<file path="src/rtl/id_stage_pipe_pkg.sv">
// Shared constants for the instruction-decode stage: operand-select modes,
// immediate field widths and the default sprite base address.
package id_stage_pipe_pkg;

  typedef enum logic [1:0] {
    ALU_SRC_RR  = 2'b00,
    ALU_SRC_RI  = 2'b01,
    ALU_SRC_RS  = 2'b10,
    ALU_SRC_SPR = 2'b11
  } alu_src_e;

  localparam int ALU_SRC_W       = 2;
  localparam int I_IMM_W         = 16;
  localparam int J_IMM_W         = 26;
  localparam int SHAMT_W         = 5;
  localparam int SNUM_W          = 6;
  localparam int SPRITE_BASE_DEF = 'h0C00;

endpackage

</file>
<file path="src/rtl/id_stage_pipe_if.sv">
// Decode-stage bus: fetch-side instruction fields with valid/ready, write-back
// port, flush, and the registered ID/EX outputs with their own valid/ready.
interface id_stage_pipe_if #(
  parameter int DATA_W      = 32,
  parameter int REG_AW      = 5,
  parameter int PC_W        = 32,
  parameter int STALL_CNT_W = 16
);
  import id_stage_pipe_pkg::*;

  logic                   in_valid;
  logic                   in_ready;
  logic [REG_AW-1:0]      rs_addr;
  logic [REG_AW-1:0]      rt_addr;
  logic                   uses_rt;
  logic [REG_AW-1:0]      rd_addr;
  logic                   is_load;
  logic [ALU_SRC_W-1:0]   alu_src;
  logic                   branch;
  logic                   stack_op;
  logic                   sign_ext_sel;
  logic [I_IMM_W-1:0]     i_imm;
  logic [J_IMM_W-1:0]     j_imm;
  logic [SHAMT_W-1:0]     shamt;
  logic [SNUM_W-1:0]      snum;
  logic [PC_W-1:0]        pc_in;
  logic                   wb_en;
  logic [REG_AW-1:0]      wb_addr;
  logic [DATA_W-1:0]      wb_data;
  logic                   flush;
  logic                   out_valid;
  logic                   out_ready;
  logic [DATA_W-1:0]      alu_in_1;
  logic [DATA_W-1:0]      alu_in_2;
  logic [REG_AW-1:0]      out_rd;
  logic                   out_is_load;
  logic [STALL_CNT_W-1:0] stall_cnt;

  modport master (
    output in_valid, rs_addr, rt_addr, uses_rt, rd_addr, is_load, alu_src,
           branch, stack_op, sign_ext_sel, i_imm, j_imm, shamt, snum, pc_in,
           wb_en, wb_addr, wb_data, flush, out_ready,
    input  in_ready, out_valid, alu_in_1, alu_in_2, out_rd, out_is_load, stall_cnt
  );

  modport slave (
    input  in_valid, rs_addr, rt_addr, uses_rt, rd_addr, is_load, alu_src,
           branch, stack_op, sign_ext_sel, i_imm, j_imm, shamt, snum, pc_in,
           wb_en, wb_addr, wb_data, flush, out_ready,
    output in_ready, out_valid, alu_in_1, alu_in_2, out_rd, out_is_load, stall_cnt
  );

endinterface

</file>
<file path="src/rtl/id_stage_pipe_reg_file.sv">
// Register file: two combinational read ports with write-back bypass, one
// synchronous write port; register 0 is hard-wired to zero.
module id_reg_file #(
  parameter int REG_AW = 5,
  parameter int DATA_W = 32
) (
  input  logic              clk,
  input  logic              rst,
  input  logic [REG_AW-1:0] rs_addr,
  input  logic [REG_AW-1:0] rt_addr,
  output logic [DATA_W-1:0] rs_data,
  output logic [DATA_W-1:0] rt_data,
  input  logic              wb_en,
  input  logic [REG_AW-1:0] wb_addr,
  input  logic [DATA_W-1:0] wb_data
);

  localparam int NUM_REGS = 2 ** REG_AW;

  logic [DATA_W-1:0] regs [NUM_REGS];

  // NOTE: clearing a memory on reset forbids RAM-macro mapping; it is kept here
  // because architectural state must read zero after reset.
  always_ff @(posedge clk or posedge rst) begin
    if (rst) begin
      for (int i = 0; i < NUM_REGS; i++) regs[i] <= '0;
    end else if (wb_en && wb_addr != '0) begin
      regs[wb_addr] <= wb_data;
    end
  end

  function automatic logic [DATA_W-1:0] read_port(input logic [REG_AW-1:0] addr);
    if (addr == '0)                   return '0;
    else if (wb_en && wb_addr == addr) return wb_data;
    else                              return regs[addr];
  endfunction

  always_comb begin
    rs_data = read_port(rs_addr);
    rt_data = read_port(rt_addr);
  end

endmodule

</file>
<file path="src/rtl/id_stage_pipe.sv">
// Instruction-decode stage: register read, immediate sign-extension, ALU operand
// select, load-use hazard stall and a valid/ready ID/EX pipeline register.
module id_stage_pipe
  import id_stage_pipe_pkg::*;
#(
  parameter int DATA_W      = 32,
  parameter int REG_AW      = 5,
  parameter int PC_W        = 32,
  parameter int SPRITE_BASE = SPRITE_BASE_DEF,
  parameter int STACK_STEP  = 1,
  parameter int STALL_CNT_W = 16
) (
  input  logic          clk,
  input  logic          rst,
  id_stage_pipe_if.slave bus
);

  logic [DATA_W-1:0]      rs_data;
  logic [DATA_W-1:0]      rt_data;
  logic [DATA_W-1:0]      sext_imm;
  logic [DATA_W-1:0]      op_1;
  logic [DATA_W-1:0]      op_2;
  logic                   hazard;
  logic                   capture;

  logic                   valid_q;
  logic [DATA_W-1:0]      op_1_q;
  logic [DATA_W-1:0]      op_2_q;
  logic [REG_AW-1:0]      rd_q;
  logic                   is_load_q;
  logic [STALL_CNT_W-1:0] stall_q;

  id_reg_file #(
    .REG_AW (REG_AW),
    .DATA_W (DATA_W)
  ) u_reg_file (
    .clk     (clk),
    .rst     (rst),
    .rs_addr (bus.rs_addr),
    .rt_addr (bus.rt_addr),
    .rs_data (rs_data),
    .rt_data (rt_data),
    .wb_en   (bus.wb_en),
    .wb_addr (bus.wb_addr),
    .wb_data (bus.wb_data)
  );

  always_comb begin
    sext_imm = bus.sign_ext_sel ? DATA_W'($signed(bus.j_imm))
                                : DATA_W'($signed(bus.i_imm));
  end

  // NOTE: both operands get a default before the case so no path leaves them
  // unassigned, which would infer latches.
  always_comb begin
    op_1 = rs_data;
    op_2 = rt_data;
    case (alu_src_e'(bus.alu_src))
      ALU_SRC_RR: ;
      ALU_SRC_RI: begin
        op_1 = bus.branch ? DATA_W'(bus.pc_in) : rs_data;
        op_2 = sext_imm;
      end
      ALU_SRC_RS: op_2 = bus.stack_op ? DATA_W'(STACK_STEP) : DATA_W'(bus.shamt);
      ALU_SRC_SPR: begin
        op_1 = DATA_W'(SPRITE_BASE);
        op_2 = DATA_W'(bus.snum);
      end
      default: ;
    endcase
  end

  // A load still in ID/EX cannot forward its data yet, so a dependent
  // instruction waits one cycle behind it.
  assign hazard = valid_q && is_load_q && (rd_q != '0) && bus.in_valid &&
                  ((rd_q == bus.rs_addr) || (bus.uses_rt && rd_q == bus.rt_addr));

  assign bus.in_ready = (!valid_q || bus.out_ready) && !hazard && !bus.flush;
  assign capture      = bus.in_valid && bus.in_ready;

  // NOTE: sequential state uses non-blocking assignments so every register
  // samples pre-edge values regardless of statement order.
  always_ff @(posedge clk or posedge rst) begin
    if (rst) begin
      valid_q   <= 1'b0;
      op_1_q    <= '0;
      op_2_q    <= '0;
      rd_q      <= '0;
      is_load_q <= 1'b0;
    end else if (bus.flush) begin
      valid_q <= 1'b0;
    end else if (capture) begin
      valid_q   <= 1'b1;
      op_1_q    <= op_1;
      op_2_q    <= op_2;
      rd_q      <= bus.rd_addr;
      is_load_q <= bus.is_load;
    end else if (bus.out_ready) begin
      valid_q <= 1'b0;
    end
  end

  always_ff @(posedge clk or posedge rst) begin
    if (rst)                         stall_q <= '0;
    else if (hazard && stall_q != '1) stall_q <= stall_q + 1'b1;
  end

  assign bus.out_valid   = valid_q;
  assign bus.alu_in_1    = op_1_q;
  assign bus.alu_in_2    = op_2_q;
  assign bus.out_rd      = rd_q;
  assign bus.out_is_load = is_load_q;
  assign bus.stall_cnt   = stall_q;

endmodule

</file>
<file path="src/flat_wrapper.sv">
// flat-port wrapper written by rule: the top's interface ports become plain ports
module id_stage_pipe_flat import id_stage_pipe_pkg::*;
#(
  parameter int DATA_W      = 32,
  parameter int REG_AW      = 5,
  parameter int PC_W        = 32,
  parameter int SPRITE_BASE = SPRITE_BASE_DEF,
  parameter int STACK_STEP  = 1,
  parameter int STALL_CNT_W = 16
)
  (clk, rst, bus_in_valid, bus_rs_addr, bus_rt_addr, bus_uses_rt, bus_rd_addr, bus_is_load, bus_alu_src, bus_branch, bus_stack_op, bus_sign_ext_sel, bus_i_imm, bus_j_imm, bus_shamt, bus_snum, bus_pc_in, bus_wb_en, bus_wb_addr, bus_wb_data, bus_flush, bus_out_ready, bus_in_ready, bus_out_valid, bus_alu_in_1, bus_alu_in_2, bus_out_rd, bus_out_is_load, bus_stall_cnt);
  id_stage_pipe_if #(.DATA_W(DATA_W), .REG_AW(REG_AW), .PC_W(PC_W), .STALL_CNT_W(STALL_CNT_W)) bus_i ();
  input  logic clk;
  input  logic rst;
  input wire logic [$bits(bus_i.in_valid)-1:0] bus_in_valid;
  input wire logic [$bits(bus_i.rs_addr)-1:0] bus_rs_addr;
  input wire logic [$bits(bus_i.rt_addr)-1:0] bus_rt_addr;
  input wire logic [$bits(bus_i.uses_rt)-1:0] bus_uses_rt;
  input wire logic [$bits(bus_i.rd_addr)-1:0] bus_rd_addr;
  input wire logic [$bits(bus_i.is_load)-1:0] bus_is_load;
  input wire logic [$bits(bus_i.alu_src)-1:0] bus_alu_src;
  input wire logic [$bits(bus_i.branch)-1:0] bus_branch;
  input wire logic [$bits(bus_i.stack_op)-1:0] bus_stack_op;
  input wire logic [$bits(bus_i.sign_ext_sel)-1:0] bus_sign_ext_sel;
  input wire logic [$bits(bus_i.i_imm)-1:0] bus_i_imm;
  input wire logic [$bits(bus_i.j_imm)-1:0] bus_j_imm;
  input wire logic [$bits(bus_i.shamt)-1:0] bus_shamt;
  input wire logic [$bits(bus_i.snum)-1:0] bus_snum;
  input wire logic [$bits(bus_i.pc_in)-1:0] bus_pc_in;
  input wire logic [$bits(bus_i.wb_en)-1:0] bus_wb_en;
  input wire logic [$bits(bus_i.wb_addr)-1:0] bus_wb_addr;
  input wire logic [$bits(bus_i.wb_data)-1:0] bus_wb_data;
  input wire logic [$bits(bus_i.flush)-1:0] bus_flush;
  input wire logic [$bits(bus_i.out_ready)-1:0] bus_out_ready;
  output wire logic [$bits(bus_i.in_ready)-1:0] bus_in_ready;
  output wire logic [$bits(bus_i.out_valid)-1:0] bus_out_valid;
  output wire logic [$bits(bus_i.alu_in_1)-1:0] bus_alu_in_1;
  output wire logic [$bits(bus_i.alu_in_2)-1:0] bus_alu_in_2;
  output wire logic [$bits(bus_i.out_rd)-1:0] bus_out_rd;
  output wire logic [$bits(bus_i.out_is_load)-1:0] bus_out_is_load;
  output wire logic [$bits(bus_i.stall_cnt)-1:0] bus_stall_cnt;
  assign bus_i.in_valid = bus_in_valid;
  assign bus_i.rs_addr = bus_rs_addr;
  assign bus_i.rt_addr = bus_rt_addr;
  assign bus_i.uses_rt = bus_uses_rt;
  assign bus_i.rd_addr = bus_rd_addr;
  assign bus_i.is_load = bus_is_load;
  assign bus_i.alu_src = bus_alu_src;
  assign bus_i.branch = bus_branch;
  assign bus_i.stack_op = bus_stack_op;
  assign bus_i.sign_ext_sel = bus_sign_ext_sel;
  assign bus_i.i_imm = bus_i_imm;
  assign bus_i.j_imm = bus_j_imm;
  assign bus_i.shamt = bus_shamt;
  assign bus_i.snum = bus_snum;
  assign bus_i.pc_in = bus_pc_in;
  assign bus_i.wb_en = bus_wb_en;
  assign bus_i.wb_addr = bus_wb_addr;
  assign bus_i.wb_data = bus_wb_data;
  assign bus_i.flush = bus_flush;
  assign bus_i.out_ready = bus_out_ready;
  assign bus_in_ready = bus_i.in_ready;
  assign bus_out_valid = bus_i.out_valid;
  assign bus_alu_in_1 = bus_i.alu_in_1;
  assign bus_alu_in_2 = bus_i.alu_in_2;
  assign bus_out_rd = bus_i.out_rd;
  assign bus_out_is_load = bus_i.out_is_load;
  assign bus_stall_cnt = bus_i.stall_cnt;
  id_stage_pipe #(.DATA_W(DATA_W), .REG_AW(REG_AW), .PC_W(PC_W), .SPRITE_BASE(SPRITE_BASE), .STACK_STEP(STACK_STEP), .STALL_CNT_W(STALL_CNT_W)) u_core (.clk(clk), .rst(rst), .bus(bus_i));
endmodule
</file>
<file path="config.mk">
export PLATFORM = sky130hd
export DESIGN_NAME = id_stage_pipe_flat
export DESIGN_NICKNAME = d
export VERILOG_FILES = /design/src/rtl/id_stage_pipe_pkg.sv /design/src/rtl/id_stage_pipe_if.sv /design/src/rtl/id_stage_pipe_reg_file.sv /design/src/rtl/id_stage_pipe.sv /design/src/flat_wrapper.sv
export SDC_FILE = /design/constraint.sdc
export NUM_CORES = 2
export LEC_CHECK = 0
export ABC_CLOCK_PERIOD_IN_PS = 43800
export CAP_MARGIN = 20
export CELL_PAD_IN_SITES_DETAIL_PLACEMENT = 0
export CELL_PAD_IN_SITES_GLOBAL_PLACEMENT = 1
export CORE_MARGIN = 8
export CORE_UTILIZATION = 50
export CTS_CLUSTER_SIZE = 16
export DETAILED_ROUTE_END_ITERATION = 12
export GPL_TIMING_DRIVEN = 0
export HOLD_SLACK_MARGIN = 0.08
export PLACE_DENSITY = 0.77
export SETUP_SLACK_MARGIN = 0.5
export SLEW_MARGIN = 20
export SYNTH_ARGS = -nofsm -noshare
export SYNTH_HDL_FRONTEND = slang
export SYNTH_SLANG_ARGS = --single-unit
</file>
<file path="constraint.sdc">
create_clock -name clk -period 43.8 [get_ports clk]
set_clock_uncertainty 0.15 [all_clocks]
set_input_delay 4.38 -clock clk [delete_from_list [all_inputs] [get_ports clk]]
set_output_delay 4.38 -clock clk [all_outputs]
set_load 0.05 [all_outputs]
</file>
## Yosys cells after proc, flatten, opt, wreduce, memory -nomap -nowiden

Index checks and enable logic that the tools add are counted.

| word-level totals | value |
|---|---|
| register bits | 1111 |
| output and inout port bits | 88 |

| operators by class | value |
|---|---|
| add/subtract/negate cells | 1 |
| order comparisons | 4 |
| equality and inequality tests | 8 |
| mux-type cells | 21 |
| bitwise operators | 4 |
| reduce and logical (&&, ||, !) cells | 24 |

Operators by type and width:

| kind | count |
|---|---|
| 1024-bit bitwise mux | 1 |
| 32-bit two-way mux | 11 |
| 32-bit binary-select mux with 5-bit select | 2 |
| 32-bit demux with 5-bit select | 1 |
| 32-bit case mux with 3 select lines | 1 |
| 32-bit case mux with 2 select lines | 1 |
| 5-bit == test | 4 |
| 6-bit >= comparator, second input constant | 3 |
| 5-bit NOT with 6-bit output | 3 |
| 16-bit by 1-bit adder with 16-bit output, second input constant | 1 |
| 16-bit != test, second input constant | 1 |
| 1-bit logical AND | 13 |
| 5-bit logical NOT | 2 |
| 5-bit nonzero test | 2 |
| 6-bit by 1-bit < comparator with 1-bit output, second input constant | 1 |
| 5-bit two-way mux | 1 |
| 2-bit == test, second input constant | 2 |
| 1-bit logical NOT | 3 |
| 1-bit two-way mux | 3 |
| 3-bit nonzero test | 1 |
| 2-bit by 1-bit == test with 1-bit output, second input constant | 1 |
| 1-bit logical OR | 2 |
| 2-bit AND reduction | 1 |
| 1-bit NOT | 1 |

## Longest topological paths before layout

| logic depth | value |
|---|---|
| depth after elaboration | 10 |
| mapped depth | 11 |
| depth with buffers taken out | 6 |

## Modules after synthesis

Synthesis repeated with hierarchy kept, for this count alone.

| unflattened totals | value |
|---|---|
| cell total of the unflattened synthesis | 4264 |
| area, all modules | 59843.6 µm² |

By module, submodules not included:

| module | times used | cells an instance | area an instance (µm²) |
|---|---|---|---|
| id_reg_file | 1 | 3843 | 55221.7 |
| id_stage_pipe | 1 | 421 | 4621.9 |

## Worst setup path after synthesis

No wires, ideal clock.

| path | value |
|---|---|
| path kind | input port to output port |
| from | input bus_rs_addr[0] |
| to | output bus_in_ready |
| data arrival time | 6149 ps |
| required time | 39270 ps |
| slack | 33121 ps |
| stages on the path | 6 |
| cell sequence | buf_6 buf_6 xnor2_1 nand3_1 o22ai_1 a21boi_0 |

| on the way | value |
|---|---|
| cells in the longest elaborated chain, start to end | 6 |

Ends and longest elaborated chain:

| element | RTL line | text |
|---|---|---|
| start: declaration | flat_wrapper.sv:16 | `input wire logic [$bits(bus_i.rs_addr)-1:0] bus_rs_addr;` |
| 5-bit == test | id_stage_pipe.sv:76 | `((rd_q == bus.rs_addr) \|\| (bus.uses_rt && rd_q == bus.rt_addr));` |
| 1-bit logical OR | id_stage_pipe.sv:76 |  |
| 1-bit logical AND | id_stage_pipe.sv:75 | `assign hazard = valid_q && is_load_q && (rd_q != '0) && bus.in_valid &&` |
| 1-bit logical NOT | id_stage_pipe.sv:78 | `assign bus.in_ready = (!valid_q \|\| bus.out_ready) && !hazard && !bus.flush;` |
| 1-bit logical AND (2 in a row) | id_stage_pipe.sv:78 |  |
| end: declaration | flat_wrapper.sv:35 | `output wire logic [$bits(bus_i.in_ready)-1:0] bus_in_ready;` |

No other way between the ends.

## Worst setup path in the final report

| path | value |
|---|---|
| from | input bus_rt_addr[0] |
| to | output bus_in_ready |

| on the way | value |
|---|---|
| cells in the longest elaborated chain, start to end | 7 |

Ends and longest elaborated chain:

| element | RTL line | text |
|---|---|---|
| start: declaration | flat_wrapper.sv:17 | `input wire logic [$bits(bus_i.rt_addr)-1:0] bus_rt_addr;` |
| 5-bit == test | id_stage_pipe.sv:76 |  |
| 1-bit logical AND | id_stage_pipe.sv:76 |  |
| 1-bit logical OR | id_stage_pipe.sv:76 |  |
| 1-bit logical AND | id_stage_pipe.sv:75 |  |
| 1-bit logical NOT | id_stage_pipe.sv:78 |  |
| 1-bit logical AND (2 in a row) | id_stage_pipe.sv:78 |  |

No other way between the ends.

==> reports/metrics.yaml <==
status:
  status: "finished clean"
sta:
  post-route-period-util: 0.2610
  whs_ps: 332.0
  grt_setup_unrepaired: "false"
  hold_viol_final: 0
  setup_viol: 0
  slew_violations: 0
  relSlewSlack: 0.07002
  tightest_slew_ps: 1395
  tns_ps: 0
  fmax_mhz: 87.47
  fin_crit_ps: 11430
synthesis:
  synth_nets: 4452
  synth_top_area_cell: "dfrtp_1"
  syn_area_um2: 60180
  async_reset_ff_frac: 1.000
  synth-seq-area-share: 0.4620
  synth-edff-count: 0
  yosysTopAreaCellShare: 0.4620
  synth_cell_types: 67
  synth_ff_type: "dfrtp_1"
  synth_seq_cells: 1111
  synth.area.top_cells: "dfrtp_1 (46%), mux2_2 (19%), mux4_2 (17%)"
  synth_cells: 4301
  synth.most_common_cell: "dfrtp_1"
  synth_common_cells: "dfrtp_1 (1111), mux2_2 (1022), mux4_2 (454)"
  syn_avg_cell_area_um2: 13.99
  yosys_warnings: 0
pwr:
  leakage_nw: 29.96
  power_mw: 3.252
  internal-power_mw: 2.274
  pwr-share-comb: 0.228
  powerDensity_nw_per_um2: 46.68
  irDropWorstVdd_mv: 0.04667
  p_clk_frac: 0.350
  power_switching_uw: 978.8
  swShare: 0.3010
  seqPwrFrac: 0.423
worst_setup_path:
  worstSetupEndpointType: "output pin"
  cp.required_ps: 39270
  crit_arrival_ps: 6900
  criticalPathCategory: "input port to output pin"
  crit_path_start_kind: "input port"
  worstRegToRegCells: 7
  critPathMaxFanout: 10
final_layout:
  utilization: 0.5823
  syn2layout_area_growth_pct: 15.78
  multiInputGateArea_um2: 30160
  register_area_um2: 27800
  stdcell_area_um2: 69670
  nNetsFinal: 4840
  drive_gt1_frac: 0.4135
  nFillCells: 9710
die:
  die_h_um: 362.9
  die-area_um2: 131700
  floorplan.initialDensity: 0.5030
  boundaryPins: 238
  design.core.area_um2: 119700
  num_rows: 127
  die_x_um: 362.9
grt:
  gr-total-overflow: 0
  grt_max_degree: 101
  grt_pass1_wl_um: 376500
  antenna_found_initial: 27
  grt_pass1_vias: 45610
  grt.total_usage: 0.4146
worst_hold_path:
  hp-class: "flip-flop to flip-flop"
  min_path_cells: 1
place:
  dp_hpwl_um: 188900
  placed_area_um2: 65220
  portBuffers: 222
  gp_congestion: 1.041
clock_tree:
  cts-resized-gates: 0
  clk_latency_ps: 780
  clkSlewWorstSetupHoldPaths_ps: 50
  clockBufferDepth: 3
  cts_tree: "yes"
  hold_buffers: 0
  postCtsSetupRepairBufs: 0
  cts_sinks: 1111
  cts-htree-levels: 4
  tritoncts.num_buffers: 130
  root_buffer: "clkbuf_16"
routing:
  drtIter0Drc: 7340
  via_per_inst: 7.299
  route.detailed.wl_per_inst_um: 43.28
  firstDrtPassIters: 9
  met3_length_um: 41710
  wl_met2_um: 112000
  wl_um: 277800
  drc: 0
  vias: 46860
  highest_layer: "met5"
  wl_met1_um: 98600
  drtAntennaViolNets: 0
flow_run:
  cap_violations: 0
[per-stage QoR]
| step | setup slack, ps | std cells |
|---|---|---|
| global placement | -5534 | 6135 |
| detailed placement | 32400 | 6168 |
| CTS | 32390 | 6397 |
| floorplan | 7987 | 4301 |
| finish | 32370 | 6420 |
| global route | 32280 | 6400 |
[power groups by stage]
stage          Clock (mW)  Sequential [mW]  Combinational, mW
3_3_place_gp            0             1.37              0.700
5_1_grt              1.17             1.39              0.765
6_report             1.14             1.37              0.740
4_1_cts              1.13             1.36              0.722
3_5_place_dp            0             1.38              0.719
2_1_floorplan           0             1.37              0.471
[worst paths after layout]
kind / from / to / slack [ps]
max in group asynchronous: rst / u_core.u_reg_file.regs[174] / 36920
min reg2reg: u_core.u_reg_file.regs[1000] / u_core.u_reg_file.regs[1000] / 330
max: bus_rt_addr[0] / bus_in_ready / 32370
min in group asynchronous: rst / u_core.bus.stall_cnt[1] / 3900
max reg2reg: u_core.bus.out_rd[0] / u_core.bus.alu_in_2[0] / 40210
min: u_core.u_reg_file.regs[1000] / u_core.u_reg_file.regs[1000] / 330
[final cells by class]
cell class / instances / share of cell area
antenna: 22 / 0.0007901
buffer: 471 / 0.03338
clock buffer: 189 / 0.05556
clock inverter: 40 / 0.007219
inverter: 9 / 0.0005926
multi-input combinational: 2710 / 0.4329
sequential: 1111 / 0.3990
tap: 1612 / 0.02895
timing repair buffer: 256 / 0.04163
[critical path: stages]
cell	delay (ps)
clkdlybuf4s50_1	550
buf_2	440
xnor2_1	170
nand2_1	130
o22ai_1	320
a21boi_0	150
clkdlybuf4s50_1	750
[logic make-up after synthesis]
kind of cell | synth area share
flops | 0.4620
compound gates | 0.05734
xor+xnor | 0.005094
simple gates | 0.03537
fa+ha+maj | 0.0002079
buf+inv | 0.03722
mux | 0.4028
[flip-flops by register name, indices dropped and copies added (netlist names)]
register and count:
u_core.bus.stall_cnt 16, u_core.bus.out_valid 1, u_core.u_reg_file.regs 1024, u_core.bus.out_is_load 1, u_core.bus.alu_in_1 32, u_core.bus.out_rd 5, u_core.bus.alu_in_2 32
[layer usage]
metal / vias up / track usage
met5: - / 0.04102
met4: 18 / 0.2906
met3: 1234 / 0.2103
met2: 3996 / 0.5588
met1: 24350 / 0.5096
li1: 17260 / -
[cell usage in the layout, fill, tap and decap left out, types with 21 or more instances in the layout]
| master | instances |
|---|---|
| diode_2 | 22 |
| mux2_2 | 1022 |
| clkbuf_1 | 226 |
| buf_6 | 31 |
| mux2i_1 | 245 |
| clkbuf_8 | 29 |
| clkbuf_16 | 135 |
| nor2_1 | 99 |
| buf_1 | 29 |
| clkdlybuf4s50_1 | 222 |
| nor2b_1 | 61 |
| nand3_1 | 24 |
| a22oi_1 | 39 |
| a211oi_1 | 63 |
| mux4_2 | 454 |
| o31ai_1 | 45 |
| clkbuf_2 | 71 |
| dfrtp_1 | 1111 |
| buf_4 | 49 |
| a21oi_1 | 151 |
| o21ai_0 | 36 |
| o22ai_1 | 30 |
| nand2_1 | 160 |
| nor3b_1 | 22 |
| o221ai_1 | 34 |
| clkinv_2 | 21 |
| buf_2 | 99 |
No activity file was read; power rests on OpenSTA's default activity.
